<file path="src/rtl/fptd_section_sequencer_if.sv">
// Frame-start handshake, razor error flags and phase/clear controls of fptd_section_sequencer.
// The bit_err_count signal exists only when FPTD_SEQ_STATS_EN is defined.
interface fptd_section_sequencer_if #(
    parameter int NSEC  = 4,
    parameter int CNT_W = 8
);
    logic             start_valid;
    logic             start_ready;
    logic             abort;
    logic [NSEC-1:0]  razor_err;
    logic [NSEC-1:0]  b1_error;
    logic             Enable;
    logic             nClear;
    logic             busy;
    logic             done;
    logic             fail;
    logic [CNT_W-1:0] step_count;
    logic [CNT_W-1:0] err_count;
`ifdef FPTD_SEQ_STATS_EN
    logic [CNT_W-1:0] bit_err_count;
`endif

    modport master (
        output start_valid, abort, razor_err, b1_error,
        input  start_ready, Enable, nClear, busy, done, fail, step_count, err_count
`ifdef FPTD_SEQ_STATS_EN
        , input bit_err_count
`endif
    );

    modport slave (
        input  start_valid, abort, razor_err, b1_error,
        output start_ready, Enable, nClear, busy, done, fail, step_count, err_count
`ifdef FPTD_SEQ_STATS_EN
        , output bit_err_count
`endif
    );
endinterface

</file>
<file path="src/rtl/fptd_section_sequencer.sv">
// Phase sequencer for pipelined FPTD sections: frame clear, even/odd phases, razor replay.
// Define FPTD_SEQ_STATS_EN to add the saturating hard-decision error accumulator bit_err_count.
module fptd_section_sequencer #(
    parameter int NSEC      = 4,
    parameter int STEPS     = 16,
    parameter int MAX_RETRY = 3,
    parameter int CNT_W     = 8
) (
    input  logic Clock,
    input  logic nReset,
    fptd_section_sequencer_if.slave bus
);
    localparam int RW = (MAX_RETRY < 1) ? 1 : $clog2(MAX_RETRY + 1);

    typedef enum logic [2:0] {IDLE, CLEAR, RUN_EVEN, RUN_ODD, REPLAY, DONE} state_t;

    state_t           state, next_state;
    logic             held_even;
    logic [RW-1:0]    retry;
    logic [CNT_W-1:0] step_count;
    logic [CNT_W-1:0] err_count;
    logic             fail;

    logic any_err, last_step;
    logic accept, step_inc, err_inc, retry_inc, retry_clr, fail_set, hold_load, hold_even_d;

    assign any_err   = |bus.razor_err;
    assign last_step = (step_count + 1'b1) == CNT_W'(STEPS);

    always_ff @(posedge Clock or negedge nReset) begin
        if (!nReset) state <= IDLE;
        else         state <= next_state;
    end

    // A replay either retries the held phase or, once out of retries, moves on as if it were clean.
    always_comb begin
        next_state  = state;
        accept      = 1'b0;
        step_inc    = 1'b0;
        err_inc     = 1'b0;
        retry_inc   = 1'b0;
        retry_clr   = 1'b0;
        fail_set    = 1'b0;
        hold_load   = 1'b0;
        hold_even_d = held_even;
        case (state)
            IDLE: begin
                if (bus.start_valid) begin
                    accept     = 1'b1;
                    next_state = CLEAR;
                end
            end
            CLEAR: next_state = RUN_EVEN;
            RUN_EVEN: begin
                if (any_err) begin
                    err_inc     = 1'b1;
                    retry_inc   = 1'b1;
                    hold_load   = 1'b1;
                    hold_even_d = 1'b1;
                    next_state  = REPLAY;
                end else begin
                    next_state = RUN_ODD;
                end
            end
            RUN_ODD: begin
                if (any_err) begin
                    err_inc     = 1'b1;
                    retry_inc   = 1'b1;
                    hold_load   = 1'b1;
                    hold_even_d = 1'b0;
                    next_state  = REPLAY;
                end else begin
                    step_inc   = 1'b1;
                    next_state = last_step ? DONE : RUN_EVEN;
                end
            end
            REPLAY: begin
                if (any_err && retry != RW'(MAX_RETRY)) begin
                    err_inc   = 1'b1;
                    retry_inc = 1'b1;
                end else begin
                    err_inc   = any_err;
                    fail_set  = any_err;
                    retry_clr = 1'b1;
                    if (held_even) begin
                        next_state = RUN_ODD;
                    end else begin
                        step_inc   = 1'b1;
                        next_state = last_step ? DONE : RUN_EVEN;
                    end
                end
            end
            DONE:    next_state = IDLE;
            default: next_state = IDLE;
        endcase
        if (bus.abort && state != IDLE) begin
            next_state = IDLE;
            step_inc   = 1'b0;
            err_inc    = 1'b0;
            retry_inc  = 1'b0;
            retry_clr  = 1'b0;
            fail_set   = 1'b0;
            hold_load  = 1'b0;
        end
    end

    always_comb begin
        bus.start_ready = 1'b0;
        bus.Enable      = 1'b0;
        bus.nClear      = 1'b1;
        bus.busy        = 1'b0;
        bus.done        = 1'b0;
        case (state)
            IDLE:     bus.start_ready = 1'b1;
            CLEAR:    begin bus.nClear = 1'b0; bus.busy = 1'b1; end
            RUN_EVEN: begin bus.Enable = 1'b1; bus.busy = 1'b1; end
            RUN_ODD:  bus.busy = 1'b1;
            REPLAY:   begin bus.Enable = held_even; bus.busy = 1'b1; end
            DONE:     bus.done = 1'b1;
            default:  bus.start_ready = 1'b0;
        endcase
    end

    always_ff @(posedge Clock or negedge nReset) begin
        if (!nReset) begin
            held_even  <= 1'b0;
            retry      <= '0;
            step_count <= '0;
            err_count  <= '0;
            fail       <= 1'b0;
        end else if (accept) begin
            retry      <= '0;
            step_count <= '0;
            err_count  <= '0;
            fail       <= 1'b0;
        end else begin
            if (hold_load) held_even <= hold_even_d;
            if (retry_clr)      retry <= '0;
            else if (retry_inc) retry <= retry + 1'b1;
            if (step_inc) step_count <= step_count + 1'b1;
            if (err_inc && err_count != '1) err_count <= err_count + 1'b1;
            if (fail_set) fail <= 1'b1;
        end
    end

    assign bus.step_count = step_count;
    assign bus.err_count  = err_count;
    assign bus.fail       = fail;

`ifdef FPTD_SEQ_STATS_EN
    logic [CNT_W-1:0] bit_err_count;
    logic [CNT_W:0]   pop, bit_sum;
    logic             stat_add;

    // Only first-attempt odd phases accumulate, so a replayed step never counts twice.
    assign stat_add = (state == RUN_ODD) && !any_err && !bus.abort;

    always_comb begin
        pop = '0;
        for (int unsigned i = 0; i < NSEC; i++) pop = pop + (CNT_W+1)'(bus.b1_error[i]);
        bit_sum = {1'b0, bit_err_count} + pop;
    end

    always_ff @(posedge Clock or negedge nReset) begin
        if (!nReset)       bit_err_count <= '0;
        else if (accept)   bit_err_count <= '0;
        else if (stat_add) bit_err_count <= bit_sum[CNT_W] ? '1 : bit_sum[CNT_W-1:0];
    end

    assign bus.bit_err_count = bit_err_count;
`else
    logic b1_unused;
    assign b1_unused = ^bus.b1_error;
`endif
endmodule

</file>
<file path="src/flat_wrapper.sv">
// flat-port wrapper written by rule: the top's interface ports become plain ports
module fptd_section_sequencer_flat 
#(
    parameter int NSEC      = 4,
    parameter int STEPS     = 16,
    parameter int MAX_RETRY = 3,
    parameter int CNT_W     = 8
)
  (Clock, nReset, bus_start_valid, bus_abort, bus_razor_err, bus_b1_error, bus_start_ready, bus_Enable, bus_nClear, bus_busy, bus_done, bus_fail, bus_step_count, bus_err_count);
  fptd_section_sequencer_if #(.NSEC(NSEC), .CNT_W(CNT_W)) bus_i ();
  input  logic Clock;
  input  logic nReset;
  input wire logic [$bits(bus_i.start_valid)-1:0] bus_start_valid;
  input wire logic [$bits(bus_i.abort)-1:0] bus_abort;
  input wire logic [$bits(bus_i.razor_err)-1:0] bus_razor_err;
  input wire logic [$bits(bus_i.b1_error)-1:0] bus_b1_error;
  output wire logic [$bits(bus_i.start_ready)-1:0] bus_start_ready;
  output wire logic [$bits(bus_i.Enable)-1:0] bus_Enable;
  output wire logic [$bits(bus_i.nClear)-1:0] bus_nClear;
  output wire logic [$bits(bus_i.busy)-1:0] bus_busy;
  output wire logic [$bits(bus_i.done)-1:0] bus_done;
  output wire logic [$bits(bus_i.fail)-1:0] bus_fail;
  output wire logic [$bits(bus_i.step_count)-1:0] bus_step_count;
  output wire logic [$bits(bus_i.err_count)-1:0] bus_err_count;
  assign bus_i.start_valid = bus_start_valid;
  assign bus_i.abort = bus_abort;
  assign bus_i.razor_err = bus_razor_err;
  assign bus_i.b1_error = bus_b1_error;
  assign bus_start_ready = bus_i.start_ready;
  assign bus_Enable = bus_i.Enable;
  assign bus_nClear = bus_i.nClear;
  assign bus_busy = bus_i.busy;
  assign bus_done = bus_i.done;
  assign bus_fail = bus_i.fail;
  assign bus_step_count = bus_i.step_count;
  assign bus_err_count = bus_i.err_count;
  fptd_section_sequencer #(.NSEC(NSEC), .STEPS(STEPS), .MAX_RETRY(MAX_RETRY), .CNT_W(CNT_W)) u_core (.Clock(Clock), .nReset(nReset), .bus(bus_i));
endmodule
</file>
<file path="config.mk">
export PLATFORM = sky130hd
export DESIGN_NAME = fptd_section_sequencer_flat
export DESIGN_NICKNAME = d
export VERILOG_FILES = /design/src/rtl/fptd_section_sequencer_if.sv /design/src/rtl/fptd_section_sequencer.sv /design/src/flat_wrapper.sv
export SDC_FILE = /design/constraint.sdc
export NUM_CORES = 1
export LEC_CHECK = 0
export CORE_MARGIN = 1.5
export CORE_UTILIZATION = 50
export DETAILED_ROUTE_END_ITERATION = 10
export PLACE_DENSITY = 0.78
export REMOVE_ABC_BUFFERS = 1
export SYNTH_ARGS = -nofsm -noshare
export SYNTH_HDL_FRONTEND = slang
export SYNTH_SLANG_ARGS = --single-unit
</file>
<file path="constraint.sdc">
create_clock -name Clock -period 3.3 [get_ports Clock]
set_input_delay 0.33 -clock Clock [delete_from_list [all_inputs] [get_ports Clock]]
set_output_delay 0.33 -clock Clock [all_outputs]
set_load 0.03 [all_outputs]
</file>
=== Yosys cells after proc, flatten, opt, wreduce, memory -nomap -nowiden ===
Index checks and enable logic that the tools add are counted.

* Flip-flop bits (word level): 23
* Input bits: 12
* Output and inout bits: 22
* Word-level logic and storage cells: 84

* Add/sub/neg operators: 3
* Eq/ne operators: 12
* Mux-type cells: 47
* Bitwise logic cells: 1
* Reductions and logical operators: 15

{| class="wikitable"
|+ Operators by type and width
! kind !! count
|-
| two-way mux 8 bit || 4
|-
| two-way mux 1 bit || 27
|-
| two-way mux 3 bit || 7
|-
| adder 8 x 1 -> 8 bit (second input constant) || 2
|-
| one-hot mux 3 bit (5 select lines) || 1
|-
| one-hot mux 1 bit (2 select lines) || 5
|-
| equality test 8 x 5 -> 1 bit (second input constant) || 1
|-
| inequality test 8 bit (second input constant) || 1
|-
| nonzero test 2 bit || 4
|-
| OR reduction 4 bit || 2
|-
| equality test 3 x 2 -> 1 bit (second input constant) || 2
|-
| equality test 3 bit (second input constant) || 2
|-
| two-way mux 2 bit || 3
|-
| nonzero test 3 bit || 2
|-
| AND reduction 5 bit || 1
|-
| inequality test 2 x 1 -> 1 bit (second input constant) || 2
|-
| equality test 3 x 1 -> 1 bit (second input constant) || 1
|-
| logical AND 1 bit || 3
|-
| zero test 3 bit || 1
|-
| inequality test 3 x 2 -> 1 bit (second input constant) || 1
|-
| inequality test 3 bit (second input constant) || 1
|-
| adder 2 x 1 -> 2 bit (second input constant) || 1
|-
| inequality test 2 bit (second input constant) || 1
|-
| AND reduction 2 bit || 1
|-
| other kinds (2) || 2
|}

=== Logic depth before layout (Yosys ltp) ===
* Depth in word-level cells: 8
* Mapped depth: 6
* Depth with buffers taken out: 5

=== Worst setup path before layout ===
No wires, ideal clock.

* Path type: register to register
* Start point: register u_core.state[0]
* End point: register u_core.step_count[2], in the netlist u_core.bus.step_count[2]
* Setup time: 0.069 ns
* Data arrival time: 2.120 ns
* Required time: 3.231 ns
* Slack: 1.111 ns
* Stages on the path, launching flop included: 7
* Path buffers: 2
* Period minus slack after synthesis: 2.189 ns
* Path through: dfrtp_1 buf_6 buf_2 nor3_1 o21ai_1 or4_1 nand3_1

* Longest elaborated chain between the ends: 4
* Elaborated cells between the ends (all ways): 10
* Classes of those cells: eq/ne: 2; mux: 4; reduce/logical: 4

{| class="wikitable"
|+ RTL lines
! element !! RTL line !! RTL
|-
| start: declaration || fptd_section_sequencer.sv:17 || <nowiki>state_t state, next_state;</nowiki>
|-
| start signal: assignment || fptd_section_sequencer.sv:32 || <nowiki>else state <= next_state;</nowiki>
|-
| equality test 3 bit (tied with other cells) || fptd_section_sequencer.sv:46 || <nowiki>case (state)</nowiki>
|-
| one-hot mux 1 bit (2 select lines) or logical AND 1 bit (tied branches) || fptd_section_sequencer.sv:46, fptd_section_sequencer.sv:96 ||
|-
| two-way mux 1 bit || fptd_section_sequencer.sv:96 || <nowiki>if (bus.abort && state != IDLE) begin</nowiki>
|-
| nonzero test 2 bit (no line) || - ||
|-
| end signal: assignment || fptd_section_sequencer.sv:140 || <nowiki>if (step_inc) step_count <= step_count + 1'b1;</nowiki>
|-
| end: declaration || fptd_section_sequencer.sv:20 || <nowiki>logic [CNT_W-1:0] step_count;</nowiki>
|}

Parallel ways exist; a longest one is shown, timed or not.
A chain may end at the register's enable or synchronous reset.

=== Worst setup path in the final report ===
* Start point: register u_core.state[0]
* End point: output bus_nClear

* Longest elaborated chain between the ends: 2

{| class="wikitable"
|+ RTL lines
! element !! RTL line !! RTL
|-
| equality test 3 x 1 -> 1 bit || fptd_section_sequencer.sv:113 || <nowiki>case (state)</nowiki>
|-
| two-way mux 1 bit || fptd_section_sequencer.sv:113 ||
|-
| end: declaration || flat_wrapper.sv:19 || <nowiki>output wire logic [$bits(bus_i.nClear)-1:0] bus_nClear;</nowiki>
|}

No other way between the ends.

==> reports/qor.yml <==
run_status:
  outcome: "complete, no violations"
routing:
  highest-signal-layer: "met4"
  drc_errors: 0
  wirelength_um: 4010
  drt_first_iter_violations: 83
  vias_per_cell: 6.24
  wl_met1_um: 1700
  wl_per_cell_um: 16.3
  dr.pass1.iters: 4
  met2_length_um: 2000
  num_vias: 1536
  detail-route-antenna-nets: 0
  wl_met3_um: 232
clocking:
  holdBufCountCts: 0
  clk_path_buf_depth: 2
  post_cts_buffers: 0
  cts_buffers: 3
  insertion_delay_ns: 0.32
  clk_transition_reported_paths_ns: 0.13
  cts_resized: 0
  cts_tree: "yes"
  clkSinkCount: 23
  htree_levels: 1
  cts_root_buf: "clkbuf_4"
placement:
  place_hpwl_um: 2780
  pre_cts_ws_ns: 0.740
  placed_cells: 242
  portBuffers: 29
  gp_congestion: 0.890
cells_and_area:
  final_net_count: 218
  mostFrequentLayoutCells: "clkdlybuf4s50_1, dfrtp_1, nand2_1"
  diodes: 0
  final_core_util_pct: 63.3
  final_cells: 246
  fillCellCount: 286
  area_growth_pct: 19.5
  drive_gt1_share_pct: 5.94
  final_common_cell: "clkdlybuf4s50_1"
setup_path:
  cp.required_ns: 2.97
  critical-path-top-delay-family: "buffers and inverters"
  slowest_stage: "dfrtp_1"
  slowest_delay_ns: 0.76
  crit_buf_inv: 2
  cp-start-kind: "flip-flop"
  worstPathArrival_ns: 2.21
  timing_worst_setup_path_type: "flip-flop to primary output"
  endpoint_kind: "primary output"
  crit_chain: "inv_1 -> or3_1 -> clkdlybuf4s50_1"
  reg2reg_slack_ns: 0.99
  crit_fanout: 17
yosys:
  ys_ff_latch: 23
  synthesis.instances: 179
  ys_top_cells_by_area: "dfrtp_1, a21oi_1, nand3_1"
  netlist.area_leader.share_pct: 35.6
  synth-seq-area-share_pct: 35.6
  synth.avg_cell_area_um2: 9.04
  synth_top_cell_by_area: "dfrtp_1"
  synthArstFlopShare_pct: 100
  synth_flop_cell: "dfrtp_1"
  synth_area_um2: 1620
  synth-warning-count: 0
  synth_edf_count: 0
  ys_types: 56
job:
  cap_violations: 0
floorplan:
  die_y_um: 59.9
  start_util_pct: 53.0
  num_rows: 20
  io-pin-count: 34
  die_w_um: 59.9
  dieArea_um2: 3590
  core_um2: 3050
pwr:
  power_frac_comb_pct: 52.4
  internal_power_uw: 596
  power_frac_clock_pct: 11.5
  power_frac_seq_pct: 36.1
  p_leak_nw: 0.768
  switching_power_uw: 573
  p_sw_share_pct: 49.0
  vdd_ir_drop_max_uv: 400
  p_per_area_nw_per_um2: 605
timing:
  finalHoldViolCount: 0
  max_freq_mhz: 393
  fin_setup_tns_ns: 0
  fin_ws_ns: 0.758
  worst_pin_slew_ns: 1.03
  holdWs_ns: 0.556
  setup_viol: 0
  finalCritPeriodShare_pct: 77.0
  maxSlewHeadroom_pct: 31.4
  skew_ns: 0.00986
  slew_viol_final: 0
  min_period_ns: 2.54
  rsz0062_at_grt: "no"
global_routing:
  grt_pass1_vias: 1510
  overflow: 0
  grt_max_degree: 24
  gr-usage-all-layers_pct: 24.8
  grt_first_pass_wirelength_um: 6830
  antenna_found_initial: 0
worst_hold_path:
  hp-class: "input port to asynchronous set/reset pin"
-- synth_stat cells, drive strengths merged, types with 3 or more instances --
cell,number
dfrtp,23
nand2,14
a21oi,11
nand3,11
nor2,9
o21ai,8
buf,7
o211ai,7
inv,5
mux2i,5
nand2b,5
nor3,5
or4,5
clkbuf,4
or3,4
a31oi,3
and3,3
ha,3
nor3b,3
nor4,3
nor4b,3
-- layout make-up --
class	count	area [µm²]	share of cell area (%)
Timing Repair Buffer	30	298	15.4
Inverter	5	18.8	0.971
Sequential cell	23	576	29.8
Clock buffer	3	22.5	1.17
Tap cell	44	55.1	2.85
Multi-Input combinational cell	140	958	49.6
Clock inverter	1	5.00	0.259
-- power by group through the flow --
stage	combinational [mW]	clock [mW]	sequential [mW]
after floorplan	0.400	0	0.411
after global placement	0.592	0	0.415
after detailed placement	0.610	0	0.425
after CTS	0.612	0.138	0.419
after global routing	0.666	0.150	0.430
final	0.613	0.134	0.422
-- worst paths after layout --
kind,start,cells past startpoint,to
setup / recovery,u_core.state[0]$_DFFE_PN0P_,3,bus_nClear
hold / removal,nReset,1,u_core.bus.err_count[3]$_DFFE_PN0P_
setup reg to reg,u_core.state[2]$_DFFE_PN0P_,4,u_core.bus.step_count[5]$_DFFE_PN0P_
hold reg to reg,u_core.retry[1]$_DFFE_PN0P_,2,u_core.retry[1]$_DFFE_PN0P_
max in group asynchronous,nReset,1,u_core.bus.step_count[0]$_DFFE_PN0P_
min in group Clock,u_core.retry[1]$_DFFE_PN0P_,2,u_core.retry[1]$_DFFE_PN0P_
-- worst register-to-register path, delay by kind of cell (launching register included) --
family	cells	cell delay, ns
AOI/OAI and AO/OA	2	1.02
DFF	1	0.74
and+or+nand+nor	2	0.46
-- metal layers --
metal,up-vias,GRT usage (%)
li1,740,-
met1,726,30.6
met2,62,43.6
met3,8,3.46
met4,0,8.57
met5,-,0
-- registers in the layout, indices dropped and copies added (netlist names) --
| name | cells |
|---|---|
| u_core.bus.err_count | 8 |
| u_core.bus.fail | 1 |
| u_core.bus.step_count | 8 |
| u_core.held_even | 1 |
| u_core.retry | 2 |
| u_core.state | 3 |
-- cell families (layout without fill, tap and decap cells) --
group / after synthesis / in the layout / share of synthesized area [%]
xor gates and xnor gates: 2 / 2 / 1.08
AOI/OAI and AO/OA: 50 / 50 / 21.4
and+or+nand+nor: 80 / 80 / 31.3
muxes: 5 / 5 / 3.09
DFF: 23 / 23 / 35.6
adders and majority gates: 3 / 3 / 2.32
buffers and inverters: 16 / 39 / 5.18
-- through the flow --
step	power [mW]	cell area, µm²
after floorplan	0.811	1550
after global placement	1.01	1910
after detailed placement	1.03	1910
after CTS	1.17	1930
after global routing	1.25	1930
final	1.17	1930
No activity file was read; power rests on OpenSTA's default activity.
